--- src/rtl/jtdd_snd_level.sv ---
// jtdd_snd_level -- output level stage after jtdd_sound.
//
// Takes the mono signed sample stream and its strobe, removes DC with a
// leaky integrator, applies a ramped fx-level gain (Q1.6, 64 = unity) and
// saturates the result back to DW bits. Three-stage pipeline, one sample
// per clock sustained, sample_out = sample_in delayed by 3 clk.
//
// Ports
//   clk         system clock
//   rst         asynchronous reset, active high
//   snd_in      signed input sample, valid while sample_in=1
//   sample_in   one-clock input strobe
//   fxlevel     target gain select: 0=32, 1=48, 2=64, 3=96
//   mute        forces the gain target to 0
//   dc_en       1 = DC removal active, 0 = DC stage bypassed
//   snd_out     signed processed sample, held between strobes
//   sample_out  one-clock strobe, snd_out updated in this cycle
//   clip        high with sample_out when that sample saturated
module jtdd_snd_level #(
  parameter int DW   = 16,
  parameter int DCSH = 8
) (
  input  logic                 clk,
  input  logic                 rst,
  input  logic signed [DW-1:0] snd_in,
  input  logic                 sample_in,
  input  logic [1:0]           fxlevel,
  input  logic                 mute,
  input  logic                 dc_en,
  output logic signed [DW-1:0] snd_out,
  output logic                 sample_out,
  output logic                 clip
);
  localparam int AW = DW + DCSH;  // DC accumulator width
  localparam int PW = DW + 9;     // product width: (DW+1) x 8 signed

  // ---------------- gain ramp ----------------
  logic [6:0] gain_q, gain_d, target;

  always_comb begin
    case (fxlevel)
      2'd0:    target = 7'd32;
      2'd1:    target = 7'd48;
      2'd2:    target = 7'd64;
      default: target = 7'd96;
    endcase
    if (mute) target = 7'd0;
  end

  // One step per strobe toward the target; a target change simply
  // redirects the next step, so the gain never jumps.
  always_comb begin
    gain_d = gain_q;
    if (sample_in) begin
      if (gain_q < target)      gain_d = gain_q + 7'd1;
      else if (gain_q > target) gain_d = gain_q - 7'd1;
    end
  end

  // ---------------- S1: DC removal ----------------
  logic signed [AW-1:0] acc_q, acc_d;
  logic signed [DW:0]   x_ext, dc_ext, diff, y1_d;
  logic signed [DW:0]   y1_q;
  logic [6:0]           g1_q;

  // acc >>> DCSH truncated to DW bits is exactly the top DW bits of acc.
  assign x_ext  = {snd_in[DW-1], snd_in};
  assign dc_ext = {acc_q[AW-1], acc_q[AW-1:DCSH]};
  assign diff   = x_ext - dc_ext;
  assign y1_d   = dc_en ? diff : x_ext;

  always_comb begin
    acc_d = acc_q;
    if (sample_in && dc_en) acc_d = acc_q + {{(DCSH-1){diff[DW]}}, diff};
  end

  // ---------------- S2: gain multiply ----------------
  logic signed [PW-1:0] ya, ga, p_q;
  assign ya = {{(PW-DW-1){y1_q[DW]}}, y1_q};
  assign ga = {{(PW-7){1'b0}}, g1_q};

  // ---------------- S3: scale and saturate ----------------
  logic signed [PW-1:0] q_full;
  logic                 ovf;
  logic signed [DW-1:0] sat_val, s3_d;

  // Arithmetic shift floors toward -inf. Overflow when the bits from the
  // DW-1 sign position upward are not all equal.
  assign q_full  = p_q >>> 6;
  assign ovf     = !((&q_full[PW-1:DW-1]) || (~|q_full[PW-1:DW-1]));
  assign sat_val = q_full[PW-1] ? {1'b1, {(DW-1){1'b0}}} : {1'b0, {(DW-1){1'b1}}};
  assign s3_d    = ovf ? sat_val : q_full[DW-1:0];

  // ---------------- registers ----------------
  logic [2:0]           vld_pipe_q;
  logic signed [DW-1:0] snd_out_q;
  logic                 clip_q;

  always_ff @(posedge clk or posedge rst) begin
    if (rst) begin
      gain_q     <= '0;
      acc_q      <= '0;
      y1_q       <= '0;
      g1_q       <= '0;
      p_q        <= '0;
      snd_out_q  <= '0;
      clip_q     <= 1'b0;
      vld_pipe_q <= '0;
    end else begin
      gain_q     <= gain_d;
      acc_q      <= acc_d;
      vld_pipe_q <= {vld_pipe_q[1:0], sample_in};
      // S1 captures the gain before this strobe's ramp step
      y1_q       <= y1_d;
      g1_q       <= gain_q;
      p_q        <= ya * ga;
      if (vld_pipe_q[1]) snd_out_q <= s3_d;
      clip_q     <= vld_pipe_q[1] & ovf;
    end
  end

  assign snd_out    = snd_out_q;
  assign sample_out = vld_pipe_q[2];
  assign clip       = clip_q;

endmodule

--- config.mk ---
export PLATFORM = sky130hd
export DESIGN_NAME = jtdd_snd_level
export DESIGN_NICKNAME = d
export VERILOG_FILES = /design/src/rtl/jtdd_snd_level.sv
export SDC_FILE = /design/constraint.sdc
export NUM_CORES = 1
export LEC_CHECK = 0
export CAP_MARGIN = 0
export CORE_ASPECT_RATIO = 1.2
export CORE_UTILIZATION = 32
export DETAILED_ROUTE_END_ITERATION = 10
export PLACE_DENSITY = 0.56
export SYNTH_ARGS = -nofsm -noshare
export SYNTH_HDL_FRONTEND = slang
export SYNTH_SLANG_ARGS = --single-unit
export TNS_END_PERCENT = 50
--- constraint.sdc ---
create_clock -name clk -period 12.95 [get_ports clk]
set_clock_uncertainty 0.2 [all_clocks]
set_input_delay 2.59 -clock clk [delete_from_list [all_inputs] [get_ports clk]]
set_output_delay 2.59 -clock clk [all_outputs]
set_load 0.02 [all_outputs]
==> results of run 1 <==
-- synth_stat cells, types with 3 or more instances --
cell,n
inv_1,159
and2_1,96
ha_1,95
dfrtp_1,94
fa_1,93
nand2_1,80
a21oi_1,57
nor2_1,51
xnor2_1,34
o21ai_0,27
nor3_1,22
clkbuf_1,20
mux2_2,20
xor2_1,20
a21o_1,15
nand3_1,15
o21ai_1,12
nor2b_1,10
o21bai_1,10
o21a_1,9
a31oi_1,8
nand2b_1,7
nand4_1,7
and3_1,6
a211o_1,5
o211ai_1,5
o31ai_1,4
nor3b_1,3
o41ai_1,3
or3_1,3
-- routing by layer --
metal  GRT usage  up-vias  wire (µm)
met4      0.0503        0        361
met5           0        -          0
li1            -     3414          -
met2       0.241       97       9430
met3      0.0158       28        453
met1       0.170     3208       9120
-- through the flow --
| step | instances | cell area [µm²] |
|---|---|---|
| after floorplan | 1022 | 9520 |
| after global placement | 1428 | 10300 |
| after detailed placement | 1428 | 10300 |
| after CTS | 1444 | 10700 |
| after global routing | 1444 | 10700 |
| final | 1444 | 10700 |
-- registers in the layout (all words and copies together) (netlist names) --
| name | count |
|---|---|
| acc_q | 24 |
| clip | 1 |
| y1_q | 17 |
| p_q | 19 |
| g1_q | 7 |
| snd_out | 16 |
| vld_pipe_q | 3 |
| gain_q | 7 |
-- area by class of cell --
type / instances / area [µm²] / share of cell area
Inverter: 159 / 599 / 0.0563
Tap cell: 385 / 482 / 0.0452
Multi-Input combinational cell: 748 / 6490 / 0.610
Clock inverter: 5 / 67.6 / 0.00634
Clock buffer: 11 / 243 / 0.0228
Sequential cell: 94 / 2350 / 0.221
Timing Repair Buffer: 42 / 415 / 0.0390
-- worst max-delay path by stage --
| stage | endpoint | slack [ps] | cells past startpoint |
|---|---|---|---|
| final | acc_q[23] | 6010 | 18 |
| after global routing | acc_q[21] | 5630 | 20 |
| after CTS | acc_q[23] | 6040 | 18 |
| after detailed placement | acc_q[23] | 5640 | 18 |
| after global placement | acc_q[23] | 5770 | 19 |
| after floorplan | acc_q[20] | 6540 | 19 |
-- critical path: cells and delay by family --
family                   cells  cell delay [ps]
AND/OR/NAND/NOR              3              350
adder cells (fa/ha/maj)      3             1040
XOR/XNOR                     2              330
AO/OA/AOI/OAI                7             2150
buffers and inverters        3              530
-- cells by family (layout without fill, tap and decap cells) --
group	count (synthesis)	count (layout)	synth area share
and+or+nand+nor	308	308	0.165
adders and majority gates	188	188	0.320
buffers and inverters	180	217	0.0709
AOI/OAI and AO/OA	176	176	0.120
DFF	94	94	0.247
xor gates and xnor gates	54	54	0.0497
muxes	22	22	0.0263
==> impl_metrics.yaml, run 1 <==
setup_path:
  start_kind: "primary input"
  rrSetupSlack_ps: 7650
  startpoint: "snd_in[0]"
  end_kind: "flop"
  required_ps: 12990
  r2r_cells: 17
  critical_path.cell_chain: "clkdlybuf4s50_1, inv_1, ha_1, inv_1, fa_1, a211oi_2, o21ai_1, a31oi_4, o21ai_2, o221ai_1, ha_1, a21oi_1, nor2b_1, nand4_1, a221oi_1, xor2_1, nor2_1, xnor2_1"
  regToRegStartpoint: "g1_q[4]"
  cp_data_arrival_time_ps: 6980
  path_max_fanout: 9
  crit_slowest_cell: "o221ai_1"
  path_class: "in -> reg"
  slowest_delay_ps: 780
  r2r_end: "p_q[22]"
timing:
  fin_setup_tns_ps: 0
  worstMarginPinSlew_ps: 998
  timing.hold.ws_ps: 228
  max_freq_mhz: 144
  min_period_ps: 6940
  layout_setup_ws_ps: 6010
  final-setup-viol-count: 0
  relSlewSlack: 0.332
  finalHoldViolCount: 0
  post-route-period-util: 0.536
  rsz0062_at_grt: "no"
  slew_viol_final: 0
hold_path:
  worstHoldStart: "gain_q[4]"
  min_path_cells: 0
  min_to: "g1_q[4]"
  hold_class: "reg -> reg"
route:
  wl_per_cell_um: 13.4
  avgViaCountPerCell: 4.67
  drc_errors: 0
  wirelength_um: 19400
  drt_iter0_markers: 228
  firstDrtPassIters: 4
  drt.antenna.violating_nets: 0
  dr_total_vias: 6747
synthesis:
  syn_inst: 1022
  synth_edf_count: 0
  yosys.area.top_type: "dfrtp_1"
  synth.area.top_cells: "dfrtp_1 (25%), fa_1 (20%), ha_1 (12%)"
  synth-seq-cells: 94
  yosysWarnings: 0
  ys_types: 57
  synth_fp_nets: 1233
  syn_area_um2: 9520
  synth-seq-area-share: 0.247
  ys.flop_type: "dfrtp_1"
  synthArstFlopShare: 1.00
  avgSynthCellArea_um2: 9.32
  synth_top_area_share: 0.247
global_routing:
  grt_pass1_vias: 7042
  grt-ovfl-total: 0
  grt_max_degree: 73
  grtUsageTotal: 0.136
  grt_pass1_wl_um: 33600
  antenna_found_initial: 0
clock_network:
  cts_setup_buffers: 0
  clockRootBuffer: "clkbuf_16"
  clk_latency_ps: 350
  cts_buffers: 9
  cts_hold_buffers: 0
  htreeDepth: 3
  cts.repair.resized: 0
  clk_pin_slew_ps: 70
  cts_tree: "built"
  clock-sinks: 94
  clock_path_buffers: 2
final_layout:
  nets: 1265
  final_cell_mix: "inv_1 (158), and2_1 (96), ha_1 (95)"
  diodes: 0
  syn_to_final_growth_pct: 11.9
  final_common_cell: "inv_1"
  nFillCells: 2947
  fin_util: 0.367
  drive_above_1_share: 0.0444
placement:
  portBuffers: 40
  gp_congestion: 0.840
  place_ws_ps: 5640
  place_hpwl_um: 15400
floorplanning:
  die_w_um: 159
  die_h_um: 191
  die_area_um2: 30500
  initial_core_util: 0.328
  rows: 68
  ios: 41
  core-area_um2: 29000
outcome:
  status: "complete, no violations"
job:
  max_cap_viol_count: 0
Power of run 1 is left out: the tool's default activity adds up to more than one toggle a clock period on the data nets, which glitch-free logic cannot reach.
==> inputs of run 2 (changes only) <==
==> constraint.sdc (replaced) <==
create_clock -name clk -period 7.2 [get_ports clk]
set_clock_uncertainty 0.2 [all_clocks]
set_input_delay 1.44 -clock clk [delete_from_list [all_inputs] [get_ports clk]]
set_output_delay 1.44 -clock clk [all_outputs]
set_load 0.02 [all_outputs]
==> run 2 against run 1 <==
  * Clock-buffer cell count fell by 2
  * Via count barely moved
  * Hold slack got worse by 3.7 ps
  * Non-clock buffer count rose by 1
  * Critical endpoint is now acc_q[21]
  * Largest cell class unchanged
  * Highest routed layer unchanged
==> impl_metrics.yaml, run 2 (synthesized netlist as in run 1, its figures left out) <==
timing:
  relSlewSlack: 0.296
  final-setup-viol-count: 0
  post-route-period-util: 0.792
  slew_viol_final: 0
  max_freq_mhz: 175
  worstMarginPinSlew_ps: 1050
  min_period_ps: 5700
  finalHoldViolCount: 0
  rsz0062_at_grt: "no"
  fin_setup_tns_ps: 0
final_layout:
  nFillCells: 2922
  reg_top3: "acc_q x24, p_q x19, y1_q x17"
  diodes: 0
  largest_register: "acc_q"
  fin_cells: 1444
  final_cell_mix: "inv_1 (158), and2_1 (96), ha_1 (95)"
  syn_to_final_growth_pct: 11.8
  final_common_cell: "inv_1"
  drive_above_1_share: 0.0453
  largest_register_ffs: 24
  fin_util: 0.367
  nets: 1266
global_routing:
  grt.busiest_layer: "met2"
  grt_max_degree: 73
  use_met1: 0.167
  grt_pass1_vias: 7076
  grt_pass1_wl_um: 33500
  grtUsageMet3: 0.0184
  grt_use_met2: 0.245
  grtUsageTotal: 0.135
  antenna_found_initial: 0
  grt-ovfl-total: 0
placement:
  portBuffers: 40
  place_hpwl_um: 15500
  gp_congestion: 0.830
  place_inst: 1429
clock_network:
  cts_hold_buffers: 0
  clockRootBuffer: "clkbuf_16"
  clock_path_buffers: 2
  clk_pin_slew_ps: 70
  clock-sinks: 94
  htreeDepth: 3
  cts_setup_buffers: 0
  cts.repair.resized: 0
  cts_tree: "built"
  clk_latency_ps: 350
  cts_buffers: 9
hold_path:
  min_path_cells: 0
  hold_class: "reg -> reg"
floorplanning:
  core-area_um2: 29000
  ios: 41
  die_h_um: 191
  die_w_um: 159
  initial_core_util: 0.328
  rows: 68
  die_area_um2: 30500
route:
  drt_iter0_markers: 258
  drt.antenna.violating_nets: 0
  dr_total_vias: 6741
  drc_errors: 0
  firstDrtPassIters: 4
  wirelength_um: 19200
  avgViaCountPerCell: 4.67
  wl_per_cell_um: 13.3
setup_path:
  path_max_fanout: 5
  end_kind: "flop"
  cp_data_arrival_time_ps: 5720
  required_ps: 7220
  path_class: "in -> reg"
  r2r_cells: 17
  start_kind: "primary input"
outcome:
  status: "complete, no violations"
job:
  max_cap_viol_count: 0
-- run 2: changes by cell type in the layout (fill, tap and decap cells not counted), sizes merged --
cell / previous run / this run
clkinvlp: 0 / 1
buf: 2 / 3
clkbuf: 11 / 9
clkinv: 3 / 1
inv: 160 / 162
-- run 2: final timing paths --
check	from	to	slack (ps)
max in group asynchronous	rst	p_q[17]	4360
setup reg to reg	g1_q[4]	p_q[22]	1940
setup / recovery	snd_in[0]	acc_q[21]	1500
hold reg to reg	gain_q[4]	g1_q[4]	220
min in group asynchronous	rst	y1_q[2]	1200
hold / removal	gain_q[4]	g1_q[4]	220
-- run 2: per-stage QoR --
step	cell area (µm²)	worst slack, ps	hold slack (ps)
floorplan	9520	1940	131
global placement	10400	1200	202
detailed placement	10400	1110	207
CTS	10600	1480	225
global route	10600	1070	244
finish	10600	1500	225
-- run 2: per-layer routing --
layer  wire length [µm]  part of all wire  vias to the layer above
met5                  0                 0                        -
met4                263             0.014                        0
met3                345             0.018                       16
met2               9600              0.50                       75
met1               8960              0.47                     3232
li1                   -                 -                     3418
-- run 2: critical path, stage by stage --
cell and delay (ps):
clkdlybuf4s50_1 400, inv_1 70, ha_1 160, inv_1 50, fa_1 420, a211oi_2 270
o21ai_1 160, a31oi_4 270, o21ai_2 110, o21a_1 200, nor2_1 120, xnor2_1 150
ha_1 310, a21o_1 190, a21oi_1 250, a31oi_1 190, o41ai_1 560, o21ai_1 150
xnor2_1 170, o21ai_1 70
-- run 2: layout make-up --
cell class | instances | area [µm²] | share of cell area
Multi-Input combinational cell | 748 | 6490 | 0.610
Sequential cell | 94 | 2350 | 0.221
Inverter | 159 | 599 | 0.0563
Tap cell | 385 | 482 | 0.0453
Timing Repair Buffer | 43 | 423 | 0.0397
Clock buffer | 9 | 225 | 0.0212
Clock inverter | 6 | 68.8 | 0.00646
Power of run 2 is left out for the same reason.
==> inputs of run 3 (changes only) <==
--- a/config.mk
+++ b/config.mk
@@ -9,7 +9,7 @@
 export CORE_ASPECT_RATIO = 1.2
 export CORE_UTILIZATION = 32
 export DETAILED_ROUTE_END_ITERATION = 10
-export PLACE_DENSITY = 0.56
+export PLACE_DENSITY = 0.57
 export SYNTH_ARGS = -nofsm -noshare
 export SYNTH_HDL_FRONTEND = slang
 export SYNTH_SLANG_ARGS = --single-unit
==> constraint.sdc (replaced) <==
create_clock -name clk -period 4.85 [get_ports clk]
set_clock_uncertainty 0.2 [all_clocks]
set_input_delay 0.97 -clock clk [delete_from_list [all_inputs] [get_ports clk]]
set_output_delay 0.97 -clock clk [all_outputs]
set_load 0.02 [all_outputs]
==> run 3 against run 2 <==
  * The run now ends with setup timing left
  * Clock-buffer cell count rose by 1
  * Core utilization rose by 5.3 points
  * Non-clock buffer count rose by 154
==> impl_metrics.yaml, run 3 (synthesized netlist as in run 1, its figures left out) <==
floorplanning:
  ios: 41
  initial_core_util: 0.328
  die_area_um2: 30500
  rows: 68
  die_h_um: 191
  core-area_um2: 29000
  die_w_um: 159
final_layout:
  nets: 1420
  final_cell_mix: "inv_1 (153), buf_4 (151), fa_1 (91)"
  final_common_cell: "inv_1"
  fin_cells: 1599
  largest_register: "acc_q"
  drive_above_1_share: 0.217
  diodes: 0
  syn_to_final_growth_pct: 28.0
  reg_top3: "acc_q x24, p_q x19, y1_q x17"
  largest_register_ffs: 24
clock_network:
  cts_hold_buffers: 0
  clk_pin_slew_ps: 70
  clock-sinks: 94
  clockRootBuffer: "clkbuf_16"
  htreeDepth: 3
  cts_buffers: 9
  clk_latency_ps: 360
  cts_tree: "built"
  clock_path_buffers: 2
outcome:
  violations: "setup timing"
  status: "finished with violations"
timing:
  final-setup-viol-count: 4
  rsz0062_at_grt: "yes"
  worstMarginPinSlew_ps: 900
  relSlewSlack: 0.398
  max_freq_mhz: 201
  post-route-period-util: 1.02
  min_period_ps: 4960
  finalHoldViolCount: 0
  layout_setup_ws_ps: -115
  slew_viol_final: 0
placement:
  portBuffers: 40
  gp_congestion: 0.850
  place_ws_ps: -640
  place_hpwl_um: 16900
  place_inst: 1569
route:
  drt_iter0_markers: 197
  wl_per_cell_um: 13.2
  avgViaCountPerCell: 4.66
  drt.antenna.violating_nets: 0
  firstDrtPassIters: 4
  wirelength_um: 21200
  drc_errors: 0
  dr_total_vias: 7454
setup_path:
  path_max_fanout: 6
  cp.depth: 18
  r2r_cells: 18
  crit_slowest_cell: "fa_1"
  cp_data_arrival_time_ps: 4990
  slowest_delay_ps: 520
  rrSetupSlack_ps: -110
  cp_num_buf_inv: 5
  required_ps: 4870
  cp_top_family: "adder cells"
  end_kind: "flop"
  cpMostUsedCell: "fa_1"
  critical_path.cell_chain: "buf_6, nand2_4, fa_1, fa_1, inv_1, fa_1, inv_1, fa_1, inv_2, ha_4, nand3_4, o211ai_1, nor2_2, a311o_1, a311oi_2, buf_4, o41ai_2, xnor2_1"
  path_class: "reg -> reg"
  r2r_end: "p_q[23]"
  regToRegStartpoint: "g1_q[4]"
  start_kind: "flop"
hold_path:
  worstHoldStart: "gain_q[4]"
  min_path_cells: 0
  min_to: "g1_q[4]"
  hold_class: "reg -> reg"
global_routing:
  grt_pass1_vias: 7837
  grt-ovfl-total: 0
  grt_max_degree: 51
  antenna_found_initial: 0
  grtUsageTotal: 0.145
  grt_pass1_wl_um: 36000
job:
  max_cap_viol_count: 0
## run 3: through the flow
stage	util	area [µm²]	setup TNS (ps)	hold slack [ps]
final	0.420	12200	-288	226
after detailed placement	0.395	11500	-5930	207
after floorplan	-	9610	0	131
after CTS	0.413	12000	-111	224
after global placement	0.395	11500	-5020	204
after global routing	0.420	12200	-1230	243
## run 3: final cells by class
cell class / count / area, µm²
inverter: 159 / 599
fill: 2868 / 16800
clock buffer: 10 / 229
timing repair buffer: 197 / 1610
tap: 385 / 482
clock inverter: 6 / 46.3
multi-input combinational: 748 / 6870
sequential: 94 / 2360
## run 3: layer usage
| layer | GRT usage | vias to the layer above | wire length [µm] |
|---|---|---|---|
| met4 | 0.0444 | 0 | 490 |
| met2 | 0.272 | 91 | 10900 |
| met1 | 0.172 | 3604 | 9350 |
| met3 | 0.0182 | 35 | 394 |
| li1 | - | 3724 | - |
| met5 | 0 | - | 0 |
## run 3: worst max path at each step
stage	start	to	slack [ps]
3_5_place_dp	snd_in[0]	acc_q[20]	-640
3_3_place_gp	snd_in[0]	acc_q[21]	-560
2_1_floorplan	y1_q[5]	p_q[22]	0.02
6_report	g1_q[4]	p_q[23]	-110
5_1_grt	g1_q[3]	p_q[23]	-240
4_1_cts	g1_q[4]	p_q[23]	-70
## run 3: what timing repair did
action,CTS,global route
cloned,0,0
endpoints found under the setup margin,16,21
gates resized for setup,32,46
endpoints found under the hold margin,0,0
setup buffers,12,3
pin swaps,30,44
Power of run 3 is left out for the same reason.
